$ cat config.mk
export PLATFORM = sky130hd
export DESIGN_NAME = i2c_reg_arbiter_flat
export DESIGN_NICKNAME = d
export VERILOG_FILES = /design/src/rtl/i2c_reg_arbiter_if.sv /design/src/rtl/i2c_reg_arbiter.sv /design/src/flat_wrapper.sv
export SDC_FILE = /design/constraint.sdc
export NUM_CORES = 2
export LEC_CHECK = 0
export BUFFER_PORTS_ARGS = -buffer_cell sky130_fd_sc_hd__buf_2
export CORE_UTILIZATION = 43
export DETAILED_ROUTE_END_ITERATION = 8
export RECOVER_POWER = 100
export SYNTH_ARGS = -nofsm -noshare
export SYNTH_HDL_FRONTEND = slang
export SYNTH_SLANG_ARGS = --single-unit
$ cat constraint.sdc
create_clock -name clk -period 2.42 [get_ports clk]
set_clock_uncertainty 0.1 [all_clocks]
set_input_delay 0.242 -clock clk [delete_from_list [all_inputs] [get_ports clk]]
set_output_delay 0.242 -clock clk [all_outputs]
set_load 0.02 [all_outputs]
$ cat src/rtl/i2c_reg_arbiter_if.sv
// i2c_reg_arbiter_if -- bus bundle between the register arbiter and its users.
//   I2C side  : i2c_we, i2c_reg_addr, i2c_datao, i2c_busy -> arbiter; i2c_datai <- arbiter
//   Host side : host_req, host_we, host_addr, host_wdata -> arbiter; host_ack, host_rdata <- arbiter
//   Update    : upd_valid, upd_addr, upd_src <- arbiter
//   Status    : clr_err -> arbiter; timeout_err, stall_count <- arbiter
// The arbiter connects through the slave modport, the driving side through master.
interface i2c_reg_arbiter_if;
  logic        i2c_we;
  logic [7:0]  i2c_reg_addr;
  logic [15:0] i2c_datao;
  logic        i2c_busy;
  logic [15:0] i2c_datai;

  logic        host_req;
  logic        host_we;
  logic [7:0]  host_addr;
  logic [15:0] host_wdata;
  logic        host_ack;
  logic [15:0] host_rdata;

  logic        upd_valid;
  logic [7:0]  upd_addr;
  logic        upd_src;

  logic        clr_err;
  logic        timeout_err;
  logic [7:0]  stall_count;

  modport master (
    output i2c_we, i2c_reg_addr, i2c_datao, i2c_busy,
    input  i2c_datai,
    output host_req, host_we, host_addr, host_wdata,
    input  host_ack, host_rdata,
    input  upd_valid, upd_addr, upd_src,
    output clr_err,
    input  timeout_err, stall_count
  );

  modport slave (
    input  i2c_we, i2c_reg_addr, i2c_datao, i2c_busy,
    output i2c_datai,
    input  host_req, host_we, host_addr, host_wdata,
    output host_ack, host_rdata,
    output upd_valid, upd_addr, upd_src,
    input  clr_err,
    output timeout_err, stall_count
  );
endinterface

$ cat src/rtl/i2c_reg_arbiter.sv
// i2c_reg_arbiter -- shared 16-bit register bank behind an I2C slave register
// port and a local host req/ack port. The I2C port is never stalled; host
// accesses wait while an I2C write strobe is present and, with HOST_LOCK=1,
// while an I2C transaction is in progress, unless forced through after TIMEOUT
// blocked cycles. Each committed write is reported on the update strobe.
// Ports:
//   clk      clock
//   reset_n  asynchronous active-low reset
//   bus      i2c_reg_arbiter_if.slave (I2C port, host port, update strobe, status)
module i2c_reg_arbiter #(
  parameter int unsigned NUM_REGS  = 64,
  parameter int unsigned HOST_LOCK = 1,
  parameter int unsigned TIMEOUT   = 4096
) (
  input  logic              clk,
  input  logic              reset_n,
  i2c_reg_arbiter_if.slave  bus
);

  localparam int unsigned AW           = (NUM_REGS > 1) ? $clog2(NUM_REGS) : 1;
  localparam logic [8:0]  NUM_REGS_W   = 9'(NUM_REGS);
  localparam logic [15:0] TIMEOUT_LAST = 16'(TIMEOUT - 1);
  localparam logic        LOCK_EN      = (HOST_LOCK != 0);

  typedef enum logic [1:0] {
    ST_IDLE,
    ST_WAIT,
    ST_ACK
  } state_t;

  state_t state;
  state_t state_next;

  logic [15:0]   regs [NUM_REGS];
  logic [15:0]   wait_cnt;
  logic          forced;

  logic          i2c_in_range;
  logic          host_in_range;
  logic [AW-1:0] i2c_idx;
  logic [AW-1:0] host_idx;
  logic          i2c_commit;
  logic          host_commit;
  logic          blocked;
  logic          busy_block;

  logic          host_go;
  logic          enter_wait;
  logic          wait_tick;
  logic          force_now;
  logic          clr_forced;

  // ---------------------------------------------------------------------------
  // Address decode and blocking conditions
  // ---------------------------------------------------------------------------
  always_comb begin
    i2c_in_range  = ({1'b0, bus.i2c_reg_addr} < NUM_REGS_W);
    host_in_range = ({1'b0, bus.host_addr} < NUM_REGS_W);
    i2c_idx       = bus.i2c_reg_addr[AW-1:0];
    host_idx      = bus.host_addr[AW-1:0];
  end

  always_comb begin
    blocked    = bus.i2c_we | (LOCK_EN & bus.i2c_busy & ~forced);
    // Blocked purely by the transaction lock: only these cycles count
    // towards the forced-through timeout.
    busy_block = ~bus.i2c_we & LOCK_EN & bus.i2c_busy & ~forced;
  end

  // ---------------------------------------------------------------------------
  // Host FSM: state register
  // ---------------------------------------------------------------------------
  always_ff @(posedge clk or negedge reset_n) begin
    if (!reset_n) begin
      state <= ST_IDLE;
    end else begin
      state <= state_next;
    end
  end

  // ---------------------------------------------------------------------------
  // Host FSM: next state
  // ---------------------------------------------------------------------------
  always_comb begin
    state_next = state;
    case (state)
      ST_IDLE: begin
        if (bus.host_req) begin
          state_next = blocked ? ST_WAIT : ST_ACK;
        end
      end
      ST_WAIT: begin
        if (!blocked) begin
          state_next = ST_ACK;
        end
      end
      ST_ACK: begin
        state_next = ST_IDLE;
      end
      default: begin
        state_next = ST_IDLE;
      end
    endcase
  end

  // ---------------------------------------------------------------------------
  // Host FSM: outputs / control strobes
  // ---------------------------------------------------------------------------
  always_comb begin
    host_go      = 1'b0;
    enter_wait   = 1'b0;
    wait_tick    = 1'b0;
    clr_forced   = 1'b0;
    bus.host_ack = 1'b0;
    case (state)
      ST_IDLE: begin
        host_go    = bus.host_req & ~blocked;
        enter_wait = bus.host_req & blocked;
      end
      ST_WAIT: begin
        // The access completes even if host_req was dropped while waiting.
        host_go   = ~blocked;
        wait_tick = busy_block;
      end
      ST_ACK: begin
        bus.host_ack = 1'b1;
        clr_forced   = 1'b1;
      end
      default: begin
        host_go = 1'b0;
      end
    endcase
  end

  always_comb begin
    force_now   = wait_tick & (wait_cnt == TIMEOUT_LAST);
    i2c_commit  = bus.i2c_we & i2c_in_range;
    // host_go already excludes i2c_we, so the two commits are exclusive.
    host_commit = host_go & bus.host_we & host_in_range;
  end

  // ---------------------------------------------------------------------------
  // Register storage and zero-latency I2C read path
  // ---------------------------------------------------------------------------
  always_ff @(posedge clk or negedge reset_n) begin
    if (!reset_n) begin
      for (int unsigned i = 0; i < NUM_REGS; i++) begin
        regs[i] <= '0;
      end
    end else if (i2c_commit) begin
      regs[i2c_idx] <= bus.i2c_datao;
    end else if (host_commit) begin
      regs[host_idx] <= bus.host_wdata;
    end
  end

  always_comb begin
    bus.i2c_datai = '0;
    if (i2c_in_range) begin
      bus.i2c_datai = regs[i2c_idx];
    end
  end

  // ---------------------------------------------------------------------------
  // Wait counter and forced-through flag
  // ---------------------------------------------------------------------------
  always_ff @(posedge clk or negedge reset_n) begin
    if (!reset_n) begin
      wait_cnt <= '0;
      forced   <= 1'b0;
    end else begin
      if (enter_wait) begin
        wait_cnt <= '0;
      end else if (wait_tick) begin
        wait_cnt <= wait_cnt + 16'd1;
      end
      if (clr_forced) begin
        forced <= 1'b0;
      end else if (force_now) begin
        forced <= 1'b1;
      end
    end
  end

  // ---------------------------------------------------------------------------
  // Status: sticky timeout flag (set wins over clear), saturating stall count
  // ---------------------------------------------------------------------------
  always_ff @(posedge clk or negedge reset_n) begin
    if (!reset_n) begin
      bus.timeout_err <= 1'b0;
      bus.stall_count <= '0;
    end else begin
      if (force_now) begin
        bus.timeout_err <= 1'b1;
      end else if (bus.clr_err) begin
        bus.timeout_err <= 1'b0;
      end
      if (enter_wait && (bus.stall_count != '1)) begin
        bus.stall_count <= bus.stall_count + 8'd1;
      end
    end
  end

  // ---------------------------------------------------------------------------
  // Host read data, held until the next read
  // ---------------------------------------------------------------------------
  always_ff @(posedge clk or negedge reset_n) begin
    if (!reset_n) begin
      bus.host_rdata <= '0;
    end else if (host_go && !bus.host_we) begin
      bus.host_rdata <= host_in_range ? regs[host_idx] : '0;
    end
  end

  // ---------------------------------------------------------------------------
  // Update strobe, one cycle after the commit edge
  // ---------------------------------------------------------------------------
  always_ff @(posedge clk or negedge reset_n) begin
    if (!reset_n) begin
      bus.upd_valid <= 1'b0;
      bus.upd_addr  <= '0;
      bus.upd_src   <= 1'b0;
    end else begin
      bus.upd_valid <= i2c_commit | host_commit;
      if (i2c_commit) begin
        bus.upd_addr <= bus.i2c_reg_addr;
        bus.upd_src  <= 1'b0;
      end else if (host_commit) begin
        bus.upd_addr <= bus.host_addr;
        bus.upd_src  <= 1'b1;
      end
    end
  end

  a_single_commit: assert property (
    @(posedge clk) disable iff (!reset_n) !(i2c_commit && host_commit)
  );

endmodule
$ cat src/flat_wrapper.sv
// flat-port wrapper written by rule: the top's interface ports become plain ports
module i2c_reg_arbiter_flat 
#(
  parameter int unsigned NUM_REGS  = 64,
  parameter int unsigned HOST_LOCK = 1,
  parameter int unsigned TIMEOUT   = 4096
)
  (clk, reset_n, bus_i2c_we, bus_i2c_reg_addr, bus_i2c_datao, bus_i2c_busy, bus_i2c_datai, bus_host_req, bus_host_we, bus_host_addr, bus_host_wdata, bus_host_ack, bus_host_rdata, bus_upd_valid, bus_upd_addr, bus_upd_src, bus_clr_err, bus_timeout_err, bus_stall_count);
  i2c_reg_arbiter_if bus_i ();
  input  logic clk;
  input  logic reset_n;
  input wire logic [$bits(bus_i.i2c_we)-1:0] bus_i2c_we;
  input wire logic [$bits(bus_i.i2c_reg_addr)-1:0] bus_i2c_reg_addr;
  input wire logic [$bits(bus_i.i2c_datao)-1:0] bus_i2c_datao;
  input wire logic [$bits(bus_i.i2c_busy)-1:0] bus_i2c_busy;
  output wire logic [$bits(bus_i.i2c_datai)-1:0] bus_i2c_datai;
  input wire logic [$bits(bus_i.host_req)-1:0] bus_host_req;
  input wire logic [$bits(bus_i.host_we)-1:0] bus_host_we;
  input wire logic [$bits(bus_i.host_addr)-1:0] bus_host_addr;
  input wire logic [$bits(bus_i.host_wdata)-1:0] bus_host_wdata;
  output wire logic [$bits(bus_i.host_ack)-1:0] bus_host_ack;
  output wire logic [$bits(bus_i.host_rdata)-1:0] bus_host_rdata;
  output wire logic [$bits(bus_i.upd_valid)-1:0] bus_upd_valid;
  output wire logic [$bits(bus_i.upd_addr)-1:0] bus_upd_addr;
  output wire logic [$bits(bus_i.upd_src)-1:0] bus_upd_src;
  input wire logic [$bits(bus_i.clr_err)-1:0] bus_clr_err;
  output wire logic [$bits(bus_i.timeout_err)-1:0] bus_timeout_err;
  output wire logic [$bits(bus_i.stall_count)-1:0] bus_stall_count;
  assign bus_i.i2c_we = bus_i2c_we;
  assign bus_i.i2c_reg_addr = bus_i2c_reg_addr;
  assign bus_i.i2c_datao = bus_i2c_datao;
  assign bus_i.i2c_busy = bus_i2c_busy;
  assign bus_i2c_datai = bus_i.i2c_datai;
  assign bus_i.host_req = bus_host_req;
  assign bus_i.host_we = bus_host_we;
  assign bus_i.host_addr = bus_host_addr;
  assign bus_i.host_wdata = bus_host_wdata;
  assign bus_host_ack = bus_i.host_ack;
  assign bus_host_rdata = bus_i.host_rdata;
  assign bus_upd_valid = bus_i.upd_valid;
  assign bus_upd_addr = bus_i.upd_addr;
  assign bus_upd_src = bus_i.upd_src;
  assign bus_i.clr_err = bus_clr_err;
  assign bus_timeout_err = bus_i.timeout_err;
  assign bus_stall_count = bus_i.stall_count;
  i2c_reg_arbiter #(.NUM_REGS(NUM_REGS), .HOST_LOCK(HOST_LOCK), .TIMEOUT(TIMEOUT)) u_core (.clk(clk), .reset_n(reset_n), .bus(bus_i));
endmodule
---- After elaboration in Yosys (flattened, before gate mapping) ----
Index checks and enable logic that the tools add are counted.
storage, ports and cells
  ROM bits ................................ 0
  memory bits (writable) .................. 0
  logic and storage cells ................. 148
  memories kept ........................... 0
  output and inout bits ................... 52
  register bits ........................... 1078
  input port bits ......................... 55
  latch bits .............................. 0
operators by class
  shift-type cells ........................ 0
  add/sub/neg operators ................... 2
  bitwise gates (word level) .............. 16
  $mul .................................... 0
  $lt $le $gt $ge ......................... 6
  eq/ne operators ......................... 6
  divide/modulo/power cells ............... 0
  mux-type cells .......................... 34
  reduce and logical (&&, ||, !) cells .... 11
operator list
  kind                                                                          count
  1024-bit bitwise mux                                                          2
  1024-bit 2-to-1 mux                                                           2
  16-bit binary-select mux with 6-bit select                                    2
  16-bit demux with 6-bit select                                                2
  16-bit 2-to-1 mux                                                             10
  16-bit by 1-bit adder with 16-bit output, second input constant               1
  16-bit by 12-bit == test with 1-bit output, second input constant             1
  8-bit by 7-bit less-than comparator with 1-bit output, second input constant  2
  8-bit 2-to-1 mux                                                              2
  7-bit greater-or-equal comparator, second input constant                      2
  7-bit by 1-bit less-than comparator with 1-bit output, second input constant  2
  6-bit NOT with 7-bit output                                                   2
  1-bit bitwise AND                                                             9
  1-bit 2-to-1 mux                                                              9
  8-bit by 1-bit adder with 8-bit output, second input constant                 1
  8-bit != test, second input constant                                          1
  2-bit nonzero test                                                            4
  2-bit 2-to-1 mux                                                              3
  1-bit logical AND                                                             4
  2-bit != test, second input constant                                          2
  2-bit case mux with 2 select lines                                            1
  1-bit NOT                                                                     3
  2-bit by 1-bit == test with 1-bit output, second input constant               1
  2-bit == test, second input constant                                          1
  5 further kinds                                                               6

---- Logic depth before layout (Yosys ltp) ----
  depth after elaboration ................. 10
  depth in mapped cells ................... 11
  mapped depth without buffers ............ 6

---- Worst setup path after synthesis ----
No wires, ideal clock.
  kind .................................... input to output
  from .................................... input port bus_i2c_reg_addr[0]
  to ...................................... output port bus_i2c_datai[0]
  path slack .............................. -0.056 ns
  arrival time ............................ 2.134 ns
  data required time ...................... 2.078 ns
  buffers on the path ..................... 3
  stages on the path ...................... 8
  cell sequence ........................... buf_2 buf_4 buf_2 mux4_2 nand2_1 o211ai_1 a2111oi_0 a31oi_1
on the way
  word-level cells in the longest chain between the ends .. 5
  elaborated cells on any way between the ends .. 6
  classes of those cells .................. order compare: 1; mux: 4; bitwise: 1
RTL lines
  what                                                   RTL line                RTL
  from (decl)                                            flat_wrapper.sv:13      input wire logic [$bits(bus_i.i2c_reg_addr)-1:0] bus_i2c_reg_addr;
  6-bit NOT with 7-bit output (implied by the code)      i2c_reg_arbiter.sv:160  bus.i2c_datai = regs[i2c_idx];
  16-bit binary-select mux with 6-bit select             i2c_reg_arbiter.sv:160
  16-bit 2-to-1 mux (implied by the code) (2 in series)  i2c_reg_arbiter.sv:160
  16-bit 2-to-1 mux *                                    i2c_reg_arbiter.sv:159  if (i2c_in_range) begin
  to (decl)                                              flat_wrapper.sv:16      output wire logic [$bits(bus_i.i2c_datai)-1:0] bus_i2c_datai;
Mark *: on every way between the ends. The rest lies on a longest branch, timed or not. The select of a mux whose other input is x is not followed.

---- Final worst setup path ----
  from .................................... register u_core.regs[807] (netlist name)
  to ...................................... output port bus_i2c_datai[7]
on the way
  word-level cells in the longest chain between the ends .. 4
RTL lines
  what                                                   RTL line                RTL
  from (decl)                                            i2c_reg_arbiter.sv:34   logic [15:0] regs [NUM_REGS];
  from (signal, indexed assignment)                      i2c_reg_arbiter.sv:151  regs[i2c_idx] <= bus.i2c_datao;
  from (signal, indexed assignment)                      i2c_reg_arbiter.sv:153  regs[host_idx] <= bus.host_wdata;
  16-bit binary-select mux with 6-bit select             i2c_reg_arbiter.sv:160
  16-bit 2-to-1 mux (implied by the code) (2 in series)  i2c_reg_arbiter.sv:160
  16-bit 2-to-1 mux                                      i2c_reg_arbiter.sv:159
No other way between the ends. The select of a mux whose other input is x is not followed.

==> reports/metrics.cfg <==
[synth]
synth_nets = 7108
synth_top_area_share_pct = 41.3
synth_edf_count = 0
netlist.top_cell.by_area = dfrtp_1
avgSynthCellArea_sq_um = 9.25
syn_area_sq_um = 65300
synth_cells = 7051
synthArstFlopShare_pct = 100
synth_flop_cell = dfrtp_1
yosys_warnings = 0
yosysSeqAreaShare_pct = 41.3
ys_seq_elements = 1078
ys_top_cells_by_area = dfrtp_1, a22oi_1, mux4_2
synth_cell_type_count = 79

[power]
power.total_mw = 51.2
p_leak_nw = 36.5
p_per_area_nw_per_um2 = 586
peakVddDrop_mv = 0.710

[routing]
drtPass1Iterations = 9
routed_wl_um = 408000
drt_iter0_drc = 11539
postRouteAntennaNets = 0
wl_per_cell_um = 39.4
drc = 1
vias_per_cell = 7.09
vias = 73383

[layout]
syn_to_final_growth_pct = 34.1
fin_nets = 8276
drive_gt1_share_pct = 31.7

[setup_path]
cp_max_fo = 2
worstSetupStartpointType = register
path_class = register to output port
cp.required_ns = 2.08
setup.worst_path.end_class = output port
worstPathCellList = mux2_2, a221o_1, a21oi_2, o22ai_1, o41a_1, buf_6
slowest_stage = o41a_1
cp_data_arrival_time_ns = 3.23
cpPeakStageDelay_ns = 0.56

[cts]
cts_tree = done
clk_pin_slew_ns = 0.06
cts_buffer_depth = 3
cts_inserted_buffers = 135
insertion_delay_ns = 0.81
cts-root-buf = clkbuf_16
cts_max_level = 4
clock_sinks = 1078

[grt]
antenna_found_initial = 25
gr-total-overflow = 0
top_usage_layer = met2
track_usage_pct = 52.3
grt_use_met2_pct = 74.0
first_global_vias = 69093
grt_pass1_wl_um = 558000
grt_use_met1_pct = 65.5
grt_start_max_net_pins = 99
met3_usage_pct = 20.8

[run]
maxCapViolations = 0

[worst_hold_path]
hp-class = input pin to register

[die]
rows = 142
die_y_um = 392
die_w_um = 392
die-area_sq_um = 153000
start_util_pct = 43.4
core_area_sq_um = 150000
ios = 107

[sta]
fmax_mhz = 280
slew_headroom_pct = 16.1
final.min_clock_period_ns = 3.57
hold_violations = 0
whs_ns = 0.0505
setup_ws_ns = -1.15
setup_viol = 625
period_share_pct = 148
rsz0062_at_grt = yes
drv_slew = 0
worstMarginPinSlew_ns = 1.26

[place]
dp_hpwl_um = 294000
io_buffers = 106
gp_congestion = 1.10

[outcome]
failed_checks = DRC, setup timing
outcome = complete, but fails checks

area by class of cell:
cell class,count,area [sq um]
well taps,2016,2520
fillers,13384,62800
inverters,12,46.3
diodes,12,30.0
flip-flops and latches,1078,27000
clock buffers,185,3880
clock inverters,58,792
multi-input cells,5110,36000
repair buffers,1882,17300
power breakdown:
part	total (mW)	switching (mW)	leakage [nW]	internal, mW
clock	21.9	9.16	2.28	12.7
combinational	9.18	5.69	19.4	3.49
sequential	20.2	1.19	14.8	19.0
total	51.2	16.0	36.5	35.2
metal layers:
layer  vias up  share of wire, %  wire length [um]
met1     36564                36            148000
met3      1563                14             58400
met4        40               8.4             34100
met5         -             0.086               349
met2      6064                41            167000
li1      29152                 -                 -
critical path, delay by kind of cell (launching register included):
family / cells / cell delay, ns
buffers and inverters: 1 / 0.21
DFF: 1 / 0.42
muxes: 1 / 0.27
AOI/OAI and AO/OA: 4 / 1.54
through the flow:
step / cell area, sq um / setup slack [ns] / TNS [ns] / util, % / cells
final: 87500 / -1.15 / -100.98 / 58.2 / 10353
after global routing: 87500 / -1.12 / -148.78 / 58.2 / 10341
after CTS: 87300 / -1.08 / -14.01 / 58.1 / 10334
after detailed placement: 81500 / -1.45 / -310.04 / 54.2 / 10063
after global placement: 81500 / -1.44 / -280.87 / 54.2 / 10063
after floorplan: 65300 / 0.0355 / 0 / - / 7051
registers in the layout, summed over array words and instances, names as in the netlist:
signal / count
u_core.bus.upd_valid: 1
u_core.regs: 1024
u_core.bus.host_rdata: 16
u_core.forced: 1
u_core.state: 2
u_core.bus.stall_count: 8
u_core.bus.upd_addr: 8
u_core.bus.upd_src: 1
u_core.bus.timeout_err: 1
u_core.wait_cnt: 16
repair_timing:
action                                  4_1_cts  5_1_grt
hold buffers                                 23        1
pin swaps                                    47       65
endpoints found under the setup margin       26       38
buffers inserted                             13       14
resized for setup                           198      119
endpoints found under the hold margin       999        1
cells in the final DEF (no fill, tap or decap), drive strengths merged, types with 13 or more instances in the layout:
cell type and instances:
buf 1767, a22oi 1235, dfrtp 1078, nor2 748, nand2 644, a21oi 612, o21ai 600, mux2i 280
clkbuf 278, mux4 174, o22ai 153, a221oi 131, mux2 95, a221o 79, a22o 55, clkinv 31
and3 27, nand3 25, dlygate4sd3 22, o22a 22, a31oi 19, inv 17, o2bb2ai 16, a211o 15
nor4 15, bufinv 13
kinds of logic (layout without fill, tap and decap cells):
| kind of cell | after synthesis | in the layout | share of synthesized area, % |
|---|---|---|---|
| compound gates | 3000 | 3000 | 30.8 |
| simple gates | 1540 | 1540 | 9.72 |
| flops | 1078 | 1078 | 41.3 |
| buf+inv | 863 | 2137 | 5.96 |
| mux | 549 | 549 | 11.9 |
| xor+xnor | 19 | 19 | 0.255 |
| fa+ha+maj | 2 | 2 | 0.0383 |
| other cells | 0 | 12 | 0 |
path summary, 6_finish.rpt:
check	startpoint	endpoint	slack, ns	cells after the start
max in group asynchronous	reset_n	u_core.regs[368]$_DFFE_PN0P_	0.01	4
setup / recovery	u_core.regs[807]$_DFFE_PN0P_	bus_i2c_datai[7]	-1.15	6
min in group asynchronous	reset_n	u_core.regs[571]$_DFFE_PN0P_	0.88	3
hold reg to reg	u_core.bus.host_rdata[11]$_DFFE_PN0P_	u_core.bus.host_rdata[11]$_DFFE_PN0P_	0.40	2
hold / removal	bus_i2c_datao[4]	u_core.regs[100]$_DFFE_PN0P_	0.05	4
setup reg to reg	u_core.state[1]$_DFFE_PN0P_	u_core.regs[26]$_DFFE_PN0P_	-0.32	8
synthesized netlist by cell type, drive strengths merged (16+ instances only):
master	instances
nand3	25
o22ai	153
o22a	22
a221o	79
mux2	95
a31oi	19
nand2	644
nor2	748
dfrtp	1078
and3	27
buf	369
o21ai	600
a221oi	131
o2bb2ai	16
mux2i	280
clkbuf	482
a22oi	1235
mux4	174
a21oi	612
a22o	55
No activity file was read; power rests on OpenSTA's default activity.
